==> config.mk <==
export PLATFORM = sky130hd
export DESIGN_NAME = edge_detector_multi
export DESIGN_NICKNAME = d
export VERILOG_FILES = /design/src/rtl/edge_pkg.sv /design/src/rtl/edge_channel.sv /design/src/rtl/edge_detector_multi.sv
export SDC_FILE = /design/constraint.sdc
export NUM_CORES = 1
export LEC_CHECK = 0
export CAP_MARGIN = 40
export CORE_MARGIN = 5
export CORE_UTILIZATION = 68
export DETAILED_ROUTE_END_ITERATION = 16
export DONT_BUFFER_PORTS = 1
export GPL_TIMING_DRIVEN = 0
export PLACE_DENSITY = 0.88
export SYNTH_ARGS = -nofsm -noshare
export SYNTH_HDL_FRONTEND = slang
export SYNTH_HIERARCHICAL = 1
export SYNTH_SLANG_ARGS = --single-unit
==> constraint.sdc <==
create_clock -name clk_i -period 4.25 [get_ports clk_i]
set_input_delay 0.425 -clock clk_i [delete_from_list [all_inputs] [get_ports clk_i]]
set_output_delay 0.425 -clock clk_i [all_outputs]
set_load 0.02 [all_outputs]
==> src/rtl/edge_pkg.sv <==
`default_nettype none
// ============================================================================
// Module      : edge_pkg
// Description : Shared types and helpers for the multi-channel edge detector.
// Revision    : 1.0 - initial release
// ============================================================================
package edge_pkg;

  // Per-channel edge qualification mode; bit 0 enables rising, bit 1 falling.
  typedef enum logic [1:0] {
    EDGE_NONE = 2'b00,
    EDGE_RISE = 2'b01,
    EDGE_FALL = 2'b10,
    EDGE_BOTH = 2'b11
  } edge_mode_t;

  localparam int SYNC_STAGES_MIN = 2;
  localparam int SYNC_STAGES_MAX = 4;

  // Width of a counter that must hold values 0..cycles-1 without wrapping.
  // Never returns less than 1 so a single-cycle debounce still has a counter.
  function automatic int calc_cnt_w(input int cycles);
    int w;
    w = $clog2(cycles + 1);
    if (w < 1) begin
      w = 1;
    end
    return w;
  endfunction

endpackage
`default_nettype wire

==> src/rtl/edge_channel.sv <==
`default_nettype none
// ============================================================================
// Module      : edge_channel
// Description : One input channel: synchroniser, debounce counter, stable
//               level, registered rise/fall/qualified pulses, sticky flag.
// Revision    : 1.0 - initial release
// ============================================================================
module edge_channel
  import edge_pkg::*;
#(
  parameter int SYNC_STAGES     = 2,
  parameter int DEBOUNCE_CYCLES = 250000
) (
  input  logic       clk_i,
  input  logic       rst_ni,
  input  logic       sig_i,
  input  edge_mode_t mode_i,
  input  logic       clr_i,
  output logic       level_o,
  output logic       rise_o,
  output logic       fall_o,
  output logic       pulse_o,
  output logic       pulse_next_o,
  output logic       evt_o
);

  localparam int              CNT_W    = calc_cnt_w(DEBOUNCE_CYCLES);
  localparam logic [CNT_W-1:0] TERM_CNT = CNT_W'(DEBOUNCE_CYCLES - 1);

  // Reject illegal synchroniser depths at elaboration time.
  generate
    if (SYNC_STAGES < SYNC_STAGES_MIN || SYNC_STAGES > SYNC_STAGES_MAX) begin : g_bad_sync
      $error("edge_channel: SYNC_STAGES must be in 2..4");
    end
  endgenerate

  logic [SYNC_STAGES-1:0] sync_chain;
  logic                   sync_q;
  logic [CNT_W-1:0]       cnt_q;
  logic                   stable_q;
  logic                   rise_q;
  logic                   fall_q;
  logic                   pulse_q;
  logic                   evt_q;

  logic mismatch;
  logic flip;
  logic rise_d;
  logic fall_d;
  logic pulse_d;
  logic rise_en;
  logic fall_en;

  // Metastability chain; only the last stage is used by downstream logic.
  always_ff @(posedge clk_i or negedge rst_ni) begin
    if (!rst_ni) begin
      sync_chain <= '0;
    end else begin
      sync_chain <= {sync_chain[SYNC_STAGES-2:0], sig_i};
    end
  end

  assign sync_q = sync_chain[SYNC_STAGES-1];

  // Decide whether this cycle accepts a level change and which edge it is.
  always_comb begin
    mismatch = 1'b0;
    flip     = 1'b0;
    rise_d   = 1'b0;
    fall_d   = 1'b0;
    rise_en  = 1'b0;
    fall_en  = 1'b0;
    pulse_d  = 1'b0;
    mismatch = (sync_q != stable_q);
    flip     = mismatch && (cnt_q == TERM_CNT);
    rise_d   = flip && sync_q;
    fall_d   = flip && !sync_q;
    // Mode is sampled at the flip edge, so a mode change never acts retroactively.
    rise_en  = (mode_i == EDGE_RISE) || (mode_i == EDGE_BOTH);
    fall_en  = (mode_i == EDGE_FALL) || (mode_i == EDGE_BOTH);
    pulse_d  = (rise_d && rise_en) || (fall_d && fall_en);
  end

  // Debounce counter: counts consecutive mismatch cycles, restarts on agreement.
  always_ff @(posedge clk_i or negedge rst_ni) begin
    if (!rst_ni) begin
      cnt_q <= '0;
    end else if (!mismatch) begin
      cnt_q <= '0;
    end else if (cnt_q == TERM_CNT) begin
      cnt_q <= '0;
    end else begin
      cnt_q <= cnt_q + CNT_W'(1);
    end
  end

  // Accepted (debounced) level; resets low so a held-high input yields a rise.
  always_ff @(posedge clk_i or negedge rst_ni) begin
    if (!rst_ni) begin
      stable_q <= 1'b0;
    end else if (flip) begin
      stable_q <= sync_q;
    end
  end

  // One-cycle edge pulses, aligned with the level change.
  always_ff @(posedge clk_i or negedge rst_ni) begin
    if (!rst_ni) begin
      rise_q  <= 1'b0;
      fall_q  <= 1'b0;
      pulse_q <= 1'b0;
    end else begin
      rise_q  <= rise_d;
      fall_q  <= fall_d;
      pulse_q <= pulse_d;
    end
  end

  // Sticky event flag; a set in the same cycle as a clear wins.
  always_ff @(posedge clk_i or negedge rst_ni) begin
    if (!rst_ni) begin
      evt_q <= 1'b0;
    end else begin
      evt_q <= pulse_q || (evt_q && !clr_i);
    end
  end

  assign level_o      = stable_q;
  assign rise_o       = rise_q;
  assign fall_o       = fall_q;
  assign pulse_o      = pulse_q;
  assign pulse_next_o = pulse_d;
  assign evt_o        = evt_q;

endmodule
`default_nettype wire

==> src/rtl/edge_detector_multi.sv <==
`default_nettype none
// ============================================================================
// Module      : edge_detector_multi
// Description : N_CH independent debounced edge detectors with per-channel
//               run-time edge mode, sticky event flags and a combined pulse.
// Revision    : 1.0 - initial release
// ============================================================================
module edge_detector_multi
  import edge_pkg::*;
#(
  parameter int N_CH            = 4,
  parameter int SYNC_STAGES     = 2,
  parameter int DEBOUNCE_CYCLES = 250000
) (
  input  logic              clk_i,
  input  logic              rst_ni,
  input  logic [N_CH-1:0]   sig_i,
  input  logic [2*N_CH-1:0] mode_i,
  input  logic [N_CH-1:0]   clr_i,
  output logic [N_CH-1:0]   level_o,
  output logic [N_CH-1:0]   rise_o,
  output logic [N_CH-1:0]   fall_o,
  output logic [N_CH-1:0]   pulse_o,
  output logic [N_CH-1:0]   evt_o,
  output logic              any_o
);

  logic [N_CH-1:0] pulse_next;
  logic            any_q;

  generate
    for (genvar c = 0; c < N_CH; c++) begin : g_ch
      edge_channel #(
        .SYNC_STAGES     (SYNC_STAGES),
        .DEBOUNCE_CYCLES (DEBOUNCE_CYCLES)
      ) u_channel (
        .clk_i        (clk_i),
        .rst_ni       (rst_ni),
        .sig_i        (sig_i[c]),
        .mode_i       (edge_mode_t'(mode_i[2*c +: 2])),
        .clr_i        (clr_i[c]),
        .level_o      (level_o[c]),
        .rise_o       (rise_o[c]),
        .fall_o       (fall_o[c]),
        .pulse_o      (pulse_o[c]),
        .pulse_next_o (pulse_next[c]),
        .evt_o        (evt_o[c])
      );
    end
  endgenerate

  // Combined pulse, registered from the same next-state terms as pulse_o.
  always_ff @(posedge clk_i or negedge rst_ni) begin
    if (!rst_ni) begin
      any_q <= 1'b0;
    end else begin
      any_q <= |pulse_next;
    end
  end

  assign any_o = any_q;

endmodule
`default_nettype wire

* Word level (Yosys, flattened, before mapping)
Cells that the tools add are included.
W data, S select, Z words.
** Storage, ports and cells
- Register bits after elaboration :: 101
- Latch bits :: 0
- RAM bits :: 0
- Bits in read-only memories :: 0
- Input bits :: 18
- Logic and storage cells :: 110
- Memories :: 0
** Cells by class
- $add $sub $neg :: 4
- $mul :: 0
- Div/mod/pow operators :: 0
- Order comparisons :: 0
- Equal/unequal tests :: 20
- Shift-type cells :: 0
- Muxes and demuxes :: 8
- Bitwise operators :: 0
- Reduce and logical (&&, ||, !) cells :: 49
** Operators with widths (number)
- $mux W18 :: 8
- $add A18 B1 Y18 const B :: 4
- $eq A18 B18 Y1 const B :: 4
- $logic_and A1 B1 Y1 :: 24
- $eq A2 B2 Y1 const B :: 8
- $logic_or A1 B1 Y1 :: 16
- $eq A2 B1 Y1 const B :: 4
- $logic_not A1 Y1 :: 8
- $ne A1 B1 Y1 :: 4
- $reduce_or A4 Y1 :: 1

* Depth between registers and ports, before layout
Gate-level depths: netlist (run 1).
- Word-level depth :: 6
- Gate-level depth with buffers :: 6
- Gate-level depth less buffers :: 6

* Modules after synthesis
Netlist (run 1), hierarchy kept.
** Modules (own cells, without submodules)
- edge_channel :: times used 4, cells each 107, area each 1134.8 µm²
- edge_detector_multi :: times used 1, cells each 2, area each 32.5 µm²

* Worst setup path after synthesis (run 1)
OpenSTA, ideal clock, no wires.
- Path type :: reg2reg
- From :: register g_ch[0].u_channel.cnt_q[0]
- To :: register g_ch[0].u_channel.stable_q
- Arrival time :: 1.757 ns
- Required time :: 4.125 ns
- Slack :: 2.368 ns
- Stages on the path, launching flop included :: 6
- Period minus slack after synthesis :: 1.882 ns
- Cell sequence :: dfrtp_1 ha_1 nand3_2 or4_4 or2_4 mux2_4
** Between the ends
- Word-level cells in the longest chain between the ends :: 2
** Ends and longest elaborated chain
- from (decl) :: RTL line edge_channel.sv:39 : logic [CNT_W-1:0] cnt_q;
- from (signal assigned) :: RTL line edge_channel.sv:93 : cnt_q <= cnt_q + CNT_W'(1);
- $eq A18 B18 Y1 :: RTL line edge_channel.sv:75 : flip = mismatch && (cnt_q == TERM_CNT);
- $logic_and A1 B1 Y1 :: RTL line edge_channel.sv:75
- to (signal assigned) :: RTL line edge_channel.sv:102 : stable_q <= sync_q;
- to (decl) :: RTL line edge_channel.sv:40 : logic stable_q;
Every way passes these cells.
A chain may end at the register's enable or synchronous reset.

* Worst setup path in the final report (run 1)
- From :: register g_ch[1].u_channel.cnt_q[0]
- To :: register g_ch[1].u_channel.cnt_q[10]
** Between the ends
- Word-level cells in the longest chain between the ends :: 3
** Ends and longest elaborated chain
- from (decl) :: RTL line edge_channel.sv:39
- from (signal assigned) :: RTL line edge_channel.sv:93
- $add A18 B1 Y18 or $eq A18 B18 Y1 (tied branches) :: RTL line edge_channel.sv:93, edge_channel.sv:90
- $mux W18 * :: RTL line edge_channel.sv:90 : end else if (cnt_q == TERM_CNT) begin
- $mux W18 * :: RTL line edge_channel.sv:88 : end else if (!mismatch) begin
Mark *: on every way between the ends. The rest lies on a longest branch, timed or not.

==> results.md, run 1 <==
- The run finished with clean final reports.
- Detailed placement finished with a half-perimeter wire length of 5.98 mm.
- The number of remaining DRC errors is 0.
- The total inserted antenna cells is 0.
- Measured against its own limit, the worst slew margin works out to between 50% and 60%.
- The global placer's final weighted congestion is 0.822.
- In the final routed layout, each cell accounts on average for around 17 um.
- The number of antenna violations at the first check in global routing is 0.
- The number of clock sinks is 101.
- The largest family of logic cells by synthesized area is simple AND/OR/NAND/NOR gates.
- For the worst setup path, the data required time is about 4.5 ns.
- The number of fill cells in the layout is between 300 and 400.
- The maximum number of pins on one net before global-route repair is ~100.
- The die area is 0.00846 sq mm.
- By area the synthesized netlist is led by dfrtp_1 (55%), xnor2_1 (10%), nor2_1 (6.6%).
- Counting every net in the synthesized netlist gives ~450.
- Averaged over all synthesized cells, the footprint is about 11 sq um.
- The via-per-instance ratio is between 6 and 7.
- The width of the die is between 90 and 100 um.
- The classification of the worst setup path is reg -> reg.
- The die boundary height is 92.0 um.
- The dominant delay contributor by cell family on the critical path is simple AND/OR/NAND/NOR gates.
- The area share of and/or/nand/nor cells after synthesis is around 25%.
- In this run the core area contains 29 standard-cell rows.
- Buffers inserted during clock tree synthesis total 9.
- The maximum achievable frequency is between 0.4 and 0.5 GHz.
- Of the cells placed in the final design, the portion with a size suffix greater than 1 is 10.0%.
- The number of design-rule violations left by the first detailed-router iteration is 210.
- The clock input transition at the sequential cells of the worst setup and hold paths is around 0.10 ns.
- The core outline area is ~0.0065 sq mm.
- For the pin with the worst max-slew slack, the measured transition is 0.645 ns.
- The total wire length is 8.97 mm.
- During I/O placement, the number of pins put on the boundary was 39.
- The area share of the largest cell type after synthesis is a little under three fifths.
- The minimum setup slack in the final design is about 2.1 ns.
- For this run, the post-layout net count is 465.
- The clock passes through at most 2 buffers.
- The critical path endpoint category is a register.
- Setup slack on the worst reg-to-reg path comes out at around 2.1 ns.
- Summing every instance area after synthesis gives 0.00457 sq mm.
- For the final routed database, the setup TNS stands at 0 ns.
- The number of pins with negative max-slew slack in the final report is 0.
- The type of element launching the critical path is a register.
- The count of TritonRoute iterations in the first routing pass is 4.
- Counting every instance in the synthesized netlist gives between 400 and 500.
- The clock period minus worst slack is ~2.2 ns.
- In this run the power density over the cells is approximately 340 mW/mm^2.
- Clock latency on the worst-skew pair, taken at its later pin, is roughly 0.36 ns.
- The via count is between 3000 and 4000.
- The number of hold violations in the final report was 0.
- Synthesis inferred 101 register bits.
- The portion of netlist area occupied by mux cells is around 1.3%.
- The number of distinct library cells after synthesis is 26.
- The final worst-path cycle share is around half.
- The count of buffers from port buffering is 0.
- STA puts the critical path data arrival time at roughly 2.4 ns.
- The cell type with the largest total area after synthesis is dfrtp_1.
- Timing analysis after detailed placement gives a worst setup slack of between 2 and 2.5 ns.
- Walking the worst path, the cells encountered are ha_1 > nand3_2 > or4_4 > o21ai_2 > buf_4 > nor2_1.
- The analysis attributes to cell leakage a power of around 2 nW.
- The overall global routing resource usage is a little under a quarter.
- The clock tree from TritonCTS is yes.
- VDD sags by at most ~0.23 mV.
- Setup repair after global routing left no endpoint under its margin.
- The synthesis warning total is 6.
- Post-CTS repair changed the size of 0 cells.
- The parity-gate share of the synthesized area counting xor and xnor cells is a little under an eighth.
- Together, buffers and inverters on the worst path number 1.
- The count of antenna-violating nets left after detailed routing is 0.
- The slowest cell on the critical path is or4_4.
- The total overflow left after global routing is 0.
- The number of global-route vias before repair was between 3000 and 4000.
- The count of endpoints failing setup in the final report is 0.
- Once the floorplan was initialized, standard cells occupied a little over two thirds of the core.
- The synthesis-to-finish area growth is 7.44%.
- The share of synthesized cell area in full adder, half adder and majority cells is under 10%.
- The longest individual stage delay on the worst path is between 0.5 and 0.6 ns.
- The clock tree root driver cell is clkbuf_8.
- For this run, the register share of the synthesized area comes to between 50% and 60%.
- The setup skew after layout is 0.0110 ns.
- CTS built an H-tree with a depth of 3.
- Summing the areas of all compound-gate instances in the mapped netlist gives roughly 4.2% of the synthesized area.
- The class of the tightest hold or removal check is in -> reg.
- Along the worst path, the maximum fanout reaches 10.
- The first global-routing pass estimated 15.3 mm of wire.
- The number of maximum-capacitance constraint violations is 0.
[power by group]
part / internal [W] / leakage, nW / switching (W)
Combinational: 0.0000181 / 0.508 / 0.0000382
Sequential: 0.000973 / 1.38 / 0.0000146
Clock: 0.000292 / 0.103 / 0.000327
Total: 0.00128 / 1.99 / 0.000380
[synthesized netlist by cell type]
cell      count
a31o_2        4
o21ai_2       4
or3_1         4
nand3_2       4
nand2_1      16
nor2_1       80
nor3_1        8
nand3_1      20
xor2_1        8
nor4_1       24
or4_1         5
ha_1          4
a21o_1        4
nor3b_1       8
o31ai_1       4
xnor2_1      52
dfrtp_1     101
nand3b_1      8
a21oi_1      12
nand4_1      24
buf_4         4
inv_1        16
or2_4         4
and3_1        4
or4_4         4
mux2_4        4
[timing repair]
item	in CTS	in global routing
hold buffers	2	0
endpoints found under the hold margin	101	0
setup buffers	0	0
endpoints found under the setup margin	0	0
[worst register-to-register path: stages, from the launching register on]
cell and delay, ns:
dfrtp_1 0.41, ha_1 0.25, nand3_2 0.18, or4_4 0.54, o21ai_2 0.36, buf_4 0.25
nor2_1 0.08
[final cells by class]
class	count	area [sq um]	area share (%)
Tap cell	77	96.3	1.96
Buffer	4	30.0	0.611
Clock buffer	10	138	2.80
Sequential cell	101	2530	51.5
Clock inverter	6	68.8	1.40
Multi-Input combinational cell	309	1950	39.8
Timing Repair Buffer	2	37.5	0.764
Inverter	16	60.1	1.22
[kinds of logic (layout without fill, tap and decap cells)]
family | after synthesis | after routing
compound gates | 28 | 28
simple gates | 213 | 213
buf+inv | 20 | 38
mux | 4 | 4
flops | 101 | 101
xor+xnor | 60 | 60
fa+ha+maj | 4 | 4
[worst paths after layout]
check                                                            end  depth (start not counted)                                       from
setup / recovery               g_ch[1].u_channel/cnt_q[10]$_DFF_PN0_                          6       g_ch[1].u_channel/cnt_q[0]$_DFF_PN0_
hold / removal             g_ch[0].u_channel/sync_chain[0]$_DFF_PN0_                          0                                   sig_i[0]
setup reg to reg               g_ch[1].u_channel/cnt_q[10]$_DFF_PN0_                          6       g_ch[1].u_channel/cnt_q[0]$_DFF_PN0_
hold reg to reg            g_ch[3].u_channel/sync_chain[1]$_DFF_PN0_                          0  g_ch[3].u_channel/sync_chain[0]$_DFF_PN0_
max in group asynchronous      g_ch[3].u_channel/cnt_q[11]$_DFF_PN0_                          2                                     rst_ni
min in group asynchronous       g_ch[1].u_channel/cnt_q[3]$_DFF_PN0_                          2                                     rst_ni
[cell usage in the layout, fill, tap and decap left out, types with 5 or more instances in the layout]
cell type	n
a21oi_1	12
clkbuf_8	10
dfrtp_1	101
inv_1	16
nand2_1	16
nand3_1	20
nand3b_1	8
nand4_1	24
nor2_1	80
nor3_1	8
nor3b_1	8
nor4_1	24
or4_1	5
xnor2_1	52
xor2_1	8
[state kept, by name, summed over array words and instances (netlist names)]
register	flops
g_ch.u_channel/sync_chain	8
g_ch.u_channel/fall_o	4
g_ch.u_channel/level_o	4
any_o	1
g_ch.u_channel/cnt_q	72
g_ch.u_channel/rise_o	4
g_ch.u_channel/evt_o	4
g_ch.u_channel/pulse_o	4
[per-layer routing]
metal  vias up  track usage [%]  part of all wire, %
li1       1530                -                    -
met1      1615             28.8                   41
met2       118             37.6                   50
met3        19             7.12                  7.0
met4         0             7.30                  2.0
met5         -                0                    0
[through the flow]
| stage | total power, W | utilization, % | area, sq um | hold WS, ns | std cells |
|---|---|---|---|---|---|
| final | 0.00166 | 76.1 | 4910 | 0.0795 | 525 |
| after global routing | 0.00174 | 76.1 | 4910 | 0.0434 | 525 |
| after detailed placement | 0.00104 | 72.3 | 4670 | 0.132 | 507 |
| after floorplan | 0.00103 | - | 4570 | 0.129 | 430 |
| after global placement | 0.00104 | 72.3 | 4670 | 0.132 | 507 |
| after CTS | 0.00168 | 76.1 | 4910 | 0.0703 | 525 |
Note: power is estimated with default switching activity, not from simulation.
==> run 2: changes to the inputs <==
- CORE_UTILIZATION: 68 -> 63
- PLACE_DENSITY: 0.88 -> 0.83
- clock period: 4.25 -> 2.2 ns (I/O delays scaled with it)
==> run 2 against run 1 <==
The run now ends with hold timing left. Critical path depth decreased by 1. Sequential cell count unchanged. Utilization decreased by 6.5 points. Largest power group unchanged. Clock-buffer cell count increased by 1. Largest cell class unchanged. Design area increased by 1.6%. Critical endpoint is now g_ch[2].u_channel/level_o$_DFFE_PN0P_.
==> results.md, run 2 (same netlist as run 1, synthesis figures left out) <==
- Headroom to the max-slew limit came out at between 60 and 70%.
- The analysis attributes to cell leakage a power of between 2 and 2.5 nW.
- The synthesis-to-finish area growth is 9.14%.
- The run finished, with violations left.
- In the final routed layout, each cell accounts on average for around 16 um.
- In the global route stage, overall resource usage came out at 20.8%.
- The critical path ends at g_ch[2].u_channel/level_o$_DFFE_PN0P_.
- The number of global-route vias before repair is 3155.
- After detailed routing, the number of remaining DRC violations is 0.
- For this run, the number of standard cells in the final layout without fillers is between 500 and 600.
- In this run the power spent charging and discharging nets is between 0.0006 and 0.0007 W.
- The count of cell instances traversed by the critical path is 5.
- Measured in cells, the most critical reg-to-reg path has a length of 5.
- The clock net in this run drives a total of a little over 100 sinks.
- The dominant delay contributor by cell family on the critical path is simple AND/OR/NAND/NOR gates.
- The minimum setup slack in the final design is around 0.11 ns.
- Of the available clock period, the critical path in the final layout requires 94.8%.
- Overall power consumption after layout is estimated at ~0.0032 W.
- The slowest stage of the critical path belongs to the cell or4_4.
- Sequential cells burn 59.8% of the power.
- Power spread over the standard cell area amounts to around 640 mW/mm^2.
- The startpoint of the worst-slack reg-to-reg timing path is g_ch[2].u_channel/cnt_q[0]$_DFF_PN0_.
- After detailed routing, the number of vias per cell comes to ~6.
- In the final layout, the registers with the most flip-flops are g_ch.u_channel/cnt_q x72, g_ch.u_channel/sync_chain x8.
- The cell total after placement is about 530.
- The register with the most flip-flops in the layout has approximately 70 of them.
- The clock input transition at the sequential cells of the worst setup and hold paths is ~0.1 ns.
- The number of antenna violations at the first check in global routing came to 0.
- The required time at the worst-slack endpoint is 2.45 ns.
- The maximum number of buffers from clock root to sink is 2.
- Max-cap violations in this run came to 0.
- Setup repair after global routing left no endpoint under its margin.
- The sum of net half-perimeters after detailed placement is roughly 5.7 mm.
- The worst register-to-register path ends at g_ch[2].u_channel/level_o$_DFFE_PN0P_.
- The class of the tightest hold or removal check is in -> async.
- The share of the core filled with cells in the final layout is a little under 70%.
- 0 antenna diodes ended up in the layout.
- The share of power burned in combinational logic is between 2 and 2.5%.
- The global placer's final weighted congestion is just over 0.8.
- The count of antenna-violating nets left after detailed routing is 0.
- The transition time at the pin with the least slew margin is 0.579 ns.
- Timing would allow up to approximately 0.48 GHz.
- Leaving out fill and tap cells, the most frequent cells in the layout are dfrtp_1 (101), nor2_1 (80), xnor2_1 (52).
- The critical path contains buffers and inverters numbering 0 combined.
- The most common cell after layout, fill and taps aside is dfrtp_1.
- The die area is just over 0.009 sq mm.
- The die boundary height is about 95 um.
- Hold repair after CTS inserted 4 buffers.
- The clock tree from TritonCTS is yes.
- The checks that failed: hold timing.
- Summed over all layers, the routed wires come to roughly 8.6 mm.
- The clock insertion delay at the later pin of the skew report is about 0.36 ns.
- The starting utilization of the core area is between 60% and 70%.
- In this design, the stage delay of the slowest critical-path cell is 0.55 ns.
- VDD sags by at most 0.329 mV.
- The setup TNS after final layout is 0 ns.
- The number of pins with negative max-slew slack in the final report came to 0.
- Entering global routing, the biggest net connects around 100 pins.
- The count of buffers from port buffering is 0.
- In the final layout, the share of cells above drive strength 1 is a little over a tenth.
- Traced cell by cell, the critical path runs through ha_1 > nand3_2 > or4_4 > or2_4 > mux2_4.
- The smallest clock period supported by the final layout is computed as 2.09 ns.
- The count of endpoints failing setup in the final report is 0.
- Of all nets on the critical path, the largest fanout is 6.
- At the placement stage, the worst setup path has a slack of ~0.050 ns.
- Buffers added to address setup during post-CTS repair amount to 0.
- The global-route wire length before repair is between 10 and 15 mm.
- Clock skew on the completed layout was measured at 0.0121 ns.
- The number of nets in the finished design is 467.
- The register with the most flip-flops is g_ch.u_channel/cnt_q.
- The setup check on the worst reg-to-reg path leaves a slack of approximately 0.11 ns.
- The floorplan has 31 rows.
- The number of buffers created by CTS is 9.
- The core outline area is about 0.007 sq mm.
- Net switching is a little over a fifth of the power.
- The width of the die is roughly 95 um.
- STA classifies the critical path startpoint as a register.
- In this run the number of H-tree levels came out at 3.
- The clock network burns between 30% and 40% of the power.
- The internal power of the cells totals around 0.0025 W.
- The critical path endpoint category is a register.
- The top-level port count is 39.
- The tightest hold path in the finished design has a slack of -0.461 ns.
- The number of hold violations in the final report came to around 100.
- The endpoint arrival time on the critical path is ~2.3 ns.
- The clock tree root driver cell is clkbuf_8.
- The critical path starts at g_ch[2].u_channel/cnt_q[0]$_DFF_PN0_.
- Detailed routing inserted a total of roughly 3300 vias.
- The first detailed-routing pass took 5 iterations.
- The critical path is of the reg -> reg type.
- The detailed router finished its first iteration with roughly 190 violations.
- The total grt overflow is 0.
[run 2: cell count changes in the layout (fill, tap and decap cells not counted), sizes merged]
cell	delta
inv	-1
buf	-1
clkinv	+1
clkbuf	+1
dlygate4sd3	+3
clkinvlp	-1
[run 2: timing repair]
item                                   in CTS  in global routing
resized for setup                           0                  8
endpoints found under the hold margin     105                101
setup endpoints to repair                   0                 41
[run 2: stage by stage]
stage	cell area, sq um	hold WS (ns)
final	4990	-0.461
after global routing	4990	-0.484
after CTS	4940	-0.475
after detailed placement	4700	-0.0728
after global placement	4700	-0.0720
after floorplan	4570	-0.0756
[run 2: layout make-up]
| cell class | count | area (sq um) |
|---|---|---|
| Clock buffer | 11 | 151 |
| Fill cell | 501 | 2190 |
| Clock inverter | 5 | 57.6 |
| Tap cell | 99 | 124 |
| Sequential cell | 101 | 2530 |
| Buffer | 4 | 30.0 |
| Inverter | 16 | 60.1 |
| Timing Repair Buffer | 4 | 40.0 |
| Multi-Input combinational cell | 309 | 2000 |
[run 2: how the worst min path moves through the flow]
stage                 from  depth (start not counted)  slack (ns)                                   end
floorplan           rst_ni                          0       -0.08                       any_o$_DFF_PN0_
global placement    rst_ni                          0       -0.07  g_ch[1].u_channel/cnt_q[2]$_DFF_PN0_
detailed placement  rst_ni                          0       -0.07  g_ch[1].u_channel/cnt_q[1]$_DFF_PN0_
CTS                 rst_ni                          0       -0.47  g_ch[1].u_channel/cnt_q[1]$_DFF_PN0_
global route        rst_ni                          0       -0.48  g_ch[1].u_channel/cnt_q[1]$_DFF_PN0_
finish              rst_ni                          0       -0.46  g_ch[1].u_channel/cnt_q[1]$_DFF_PN0_
[run 2: worst reg2reg max path, stage by stage, from the launching register on]
cell and delay (ns):
dfrtp_1 0.41, ha_1 0.25, nand3_2 0.18, or4_4 0.55, or2_4 0.28, mux2_4 0.30
[run 2: power groups by stage]
stage | logic (W) | registers (W) | clock network [W]
after floorplan | 0.0000532 | 0.00194 | 0
after global placement | 0.0000649 | 0.00194 | 0
after detailed placement | 0.0000678 | 0.00194 | 0
after CTS | 0.0000745 | 0.00191 | 0.00123
after global routing | 0.0000886 | 0.00191 | 0.00131
final | 0.0000777 | 0.00191 | 0.00120
[run 2: metal layers]
layer  global-route usage (%)  vias to the layer above  share of wire [%]
met3                     4.26                       16                6.0
met1                     28.6                     1590                 43
met4                     8.89                        0                1.8
met2                     32.2                      114                 49
li1                         -                     1541                  -
met5                        0                        -                  0
==> run 3: changes to the inputs <==
- HOLD_SLACK_MARGIN: not set -> 0.08
==> run 3 against run 2 <==
The flow still finishes with violations (hold timing). Wire length is 2.7% higher. Total power grew 0.72%. Final cell count increased by 2.2%. Critical endpoint unchanged.
==> results.md, run 3 (same netlist as run 1, synthesis figures left out) <==
- The run finished, with violations left.
- The final reports fail on hold timing.
- Along the worst path, the maximum fanout reaches 6.
- Setup repair after global routing left no endpoint under its margin.
- Buffers placed on the I/O ports in this run total 0.
- The fraction of layout instances using a drive strength above 1 is 10.4%.
- The post-CTS setup buffer count is 0.
- The critical path endpoint category is a register.
- The number of design-rule violations left by the first detailed-router iteration is 180.
- Compared with the post-synthesis result, the final layout area differs by 11.8%.
- In this run the tightest slew margin relative to its limit is just over 60%.
- The minimum setup slack in the final design is about 0.12 ns.
- For this design the ratio of total power to cell area is approximately 630 mW/mm^2.
- The number of nets in the finished design is ~480.
- The number of clock sinks is about 100.
- The clock tree from TritonCTS is yes.
- The number of global-route vias before repair came to about 3200.
- For this run, the total global-route usage over all layers was measured as between 20% and 30%.
- The class of the tightest hold or removal check is in -> async.
- 0 antenna diodes ended up in the layout.
- The flip-flop count of the largest register after layout is 72.
- The final worst-path cycle share is approximately 95%.
- The cell sitting at the root of the clock tree is a clkbuf_8.
- The maximum vdd ir drop is approximately 0.33 mV.
- Entering global routing, the biggest net connects around 100 pins.
- The number of hold violations in the final report is roughly 100.
- The largest registers in the layout are g_ch.u_channel/cnt_q x72, g_ch.u_channel/sync_chain x8.
- The worst setup path is of the reg -> reg kind.
- After legalization and detailed placement, the total HPWL measured 5.69 mm.
- The floorplan row count is 31.
- The most common cell after layout, fill and taps aside is dfrtp_1.
- The signal on the critical path passes through ha_1 > nand3_2 > or4_4 > or2_4 > mux2_4.
- At the worst endpoint, the required time is ~2.5 ns.
- The count of endpoints failing setup in the final report is 0.
- The clock input transition at the sequential cells of the worst setup and hold paths is approximately 0.090 ns.
- STA classifies the critical path startpoint as a register.
- The top-level port count is 39.
- The clock period minus worst slack is between 2 and 2.5 ns.
- The library cells used most frequently in the layout, excluding fill and tap cells, are dfrtp_1 (101), nor2_1 (80), xnor2_1 (52).
- The floorplan step defined a die boundary enclosing around 0.0091 sq mm.
- For the pin with the worst max-slew slack, the measured transition is about 0.58 ns.
- Timing analysis after detailed placement gives a worst setup slack of approximately 0.05 ns.
- The mean routed wirelength per cell is 15.7 um.
- Clock tree synthesis inserted a total of 9 buffers.
- The register with the most flip-flops is g_ch.u_channel/cnt_q.
- The starting utilization of the core area is 63.7%.
- The setup TNS after final layout is 0 ns.
- Before antenna repair, the detailed router went through 4 iterations.
- The number of maximum-capacitance constraint violations is 0.
- The total number of H-tree levels is 3.
- The setup skew after layout is 0.0118 ns.
- On the final layout, the worst hold slack is -0.464 ns.
- The endpoint arrival time on the critical path is roughly 2.3 ns.
- The longest individual stage delay on the worst path is ~0.55 ns.
- Summed over all layers, the global routing overflow is 0.
- Based on the critical path, the design can be clocked at up to ~0.48 GHz.
- The core outline area is a little over 0.007 sq mm.
- The count of antenna-violating nets left after detailed routing is 0.
- The number of antenna violations at the first check in global routing is 0.
- The die is around 95 um tall.
- The number of pins with negative max-slew slack in the final report is 0.
- The first global-routing pass estimated around 15 mm of wire.
- The global placer's final weighted congestion is around 0.8.
- The via-per-instance ratio is slightly below 6.
- The static leakage power is between 2 and 2.5 nW.
- The die is between 90 and 100 um wide.
- The clock insertion delay at the later pin of the skew report is about 0.36 ns.
- Among all stages on the critical path, the largest delay is contributed by or4_4.
- The maximum number of buffers from clock root to sink is 2.
- In the routed design, unresolved DRC markers number 0.
- For this block, the routed nets add up to a little under 9 mm of wire.
- Detailed routing inserted a total of between 3000 and 4000 vias.
run 3: cell count changes in the layout (fill, tap and decap cells not counted), sizes merged:
cell	before	now
dlygate4sd3	4	16
run 3: routing by layer:
metal  wire length [um]  up-vias  GRT usage [%]
li1                   -     1560              -
met1               3760     1602           28.9
met2               4350      122           33.5
met3                539       19           4.26
met4                175        0           8.89
met5                  0        -              0
run 3: per-stage QoR:
step / utilization [%] / instances / area [sq um] / total power [W]
floorplan: - / 430 / 4570 / 0.00199
global placement: 65.4 / 529 / 4700 / 0.00201
detailed placement: 65.4 / 529 / 4700 / 0.00201
CTS: 70.4 / 560 / 5050 / 0.00323
global route: 71.2 / 561 / 5110 / 0.00333
finish: 71.2 / 561 / 5110 / 0.00321
run 3: report_power, final:
group | switching (W) | leakage (nW) | internal (W)
sequential | 0.0000277 | 1.38 | 0.00188
combinational | 0.0000461 | 0.561 | 0.0000492
clock | 0.000619 | 0.110 | 0.000590
total | 0.000693 | 2.05 | 0.00252
run 3: repair_timing:
item	in CTS	in global routing
hold endpoints to repair	113	102
endpoints found under the setup margin	0	41
hold buffers	15	1
gates resized for setup	0	8
run 3: final timing paths:
kind                                                           start                                   endpoint  slack, ns  depth (start not counted)
min in group clk_i         g_ch[3].u_channel/sync_chain[0]$_DFF_PN0_  g_ch[3].u_channel/sync_chain[1]$_DFF_PN0_       0.36                          0
min reg2reg                g_ch[3].u_channel/sync_chain[0]$_DFF_PN0_  g_ch[3].u_channel/sync_chain[1]$_DFF_PN0_       0.36                          0
max reg2reg                     g_ch[2].u_channel/cnt_q[0]$_DFF_PN0_      g_ch[2].u_channel/level_o$_DFFE_PN0P_       0.12                          5
min                                                           rst_ni       g_ch[1].u_channel/cnt_q[1]$_DFF_PN0_      -0.46                          0
max                             g_ch[2].u_channel/cnt_q[0]$_DFF_PN0_      g_ch[2].u_channel/level_o$_DFFE_PN0P_       0.12                          5
max in group asynchronous                                     rst_ni      g_ch[0].u_channel/level_o$_DFFE_PN0P_       2.55                          0
run 3: worst max-delay path, delay by kind of cell (launching register included):
| kind | cells | cell delay, ns |
|---|---|---|
| flip-flops | 1 | 0.41 |
| multiplexers | 1 | 0.30 |
| AND/OR/NAND/NOR | 3 | 1.01 |
| adder cells (fa/ha/maj) | 1 | 0.25 |
run 3: area by class of cell:
class                   count  area, sq um
repair buffers             16          160
clock inverters             5         57.6
well taps                  99          124
clock buffers              11          151
multi-input cells         309         2000
inverters                  16         60.1
flip-flops and latches    101         2530
fillers                   482         2070
plain buffers               4         30.0
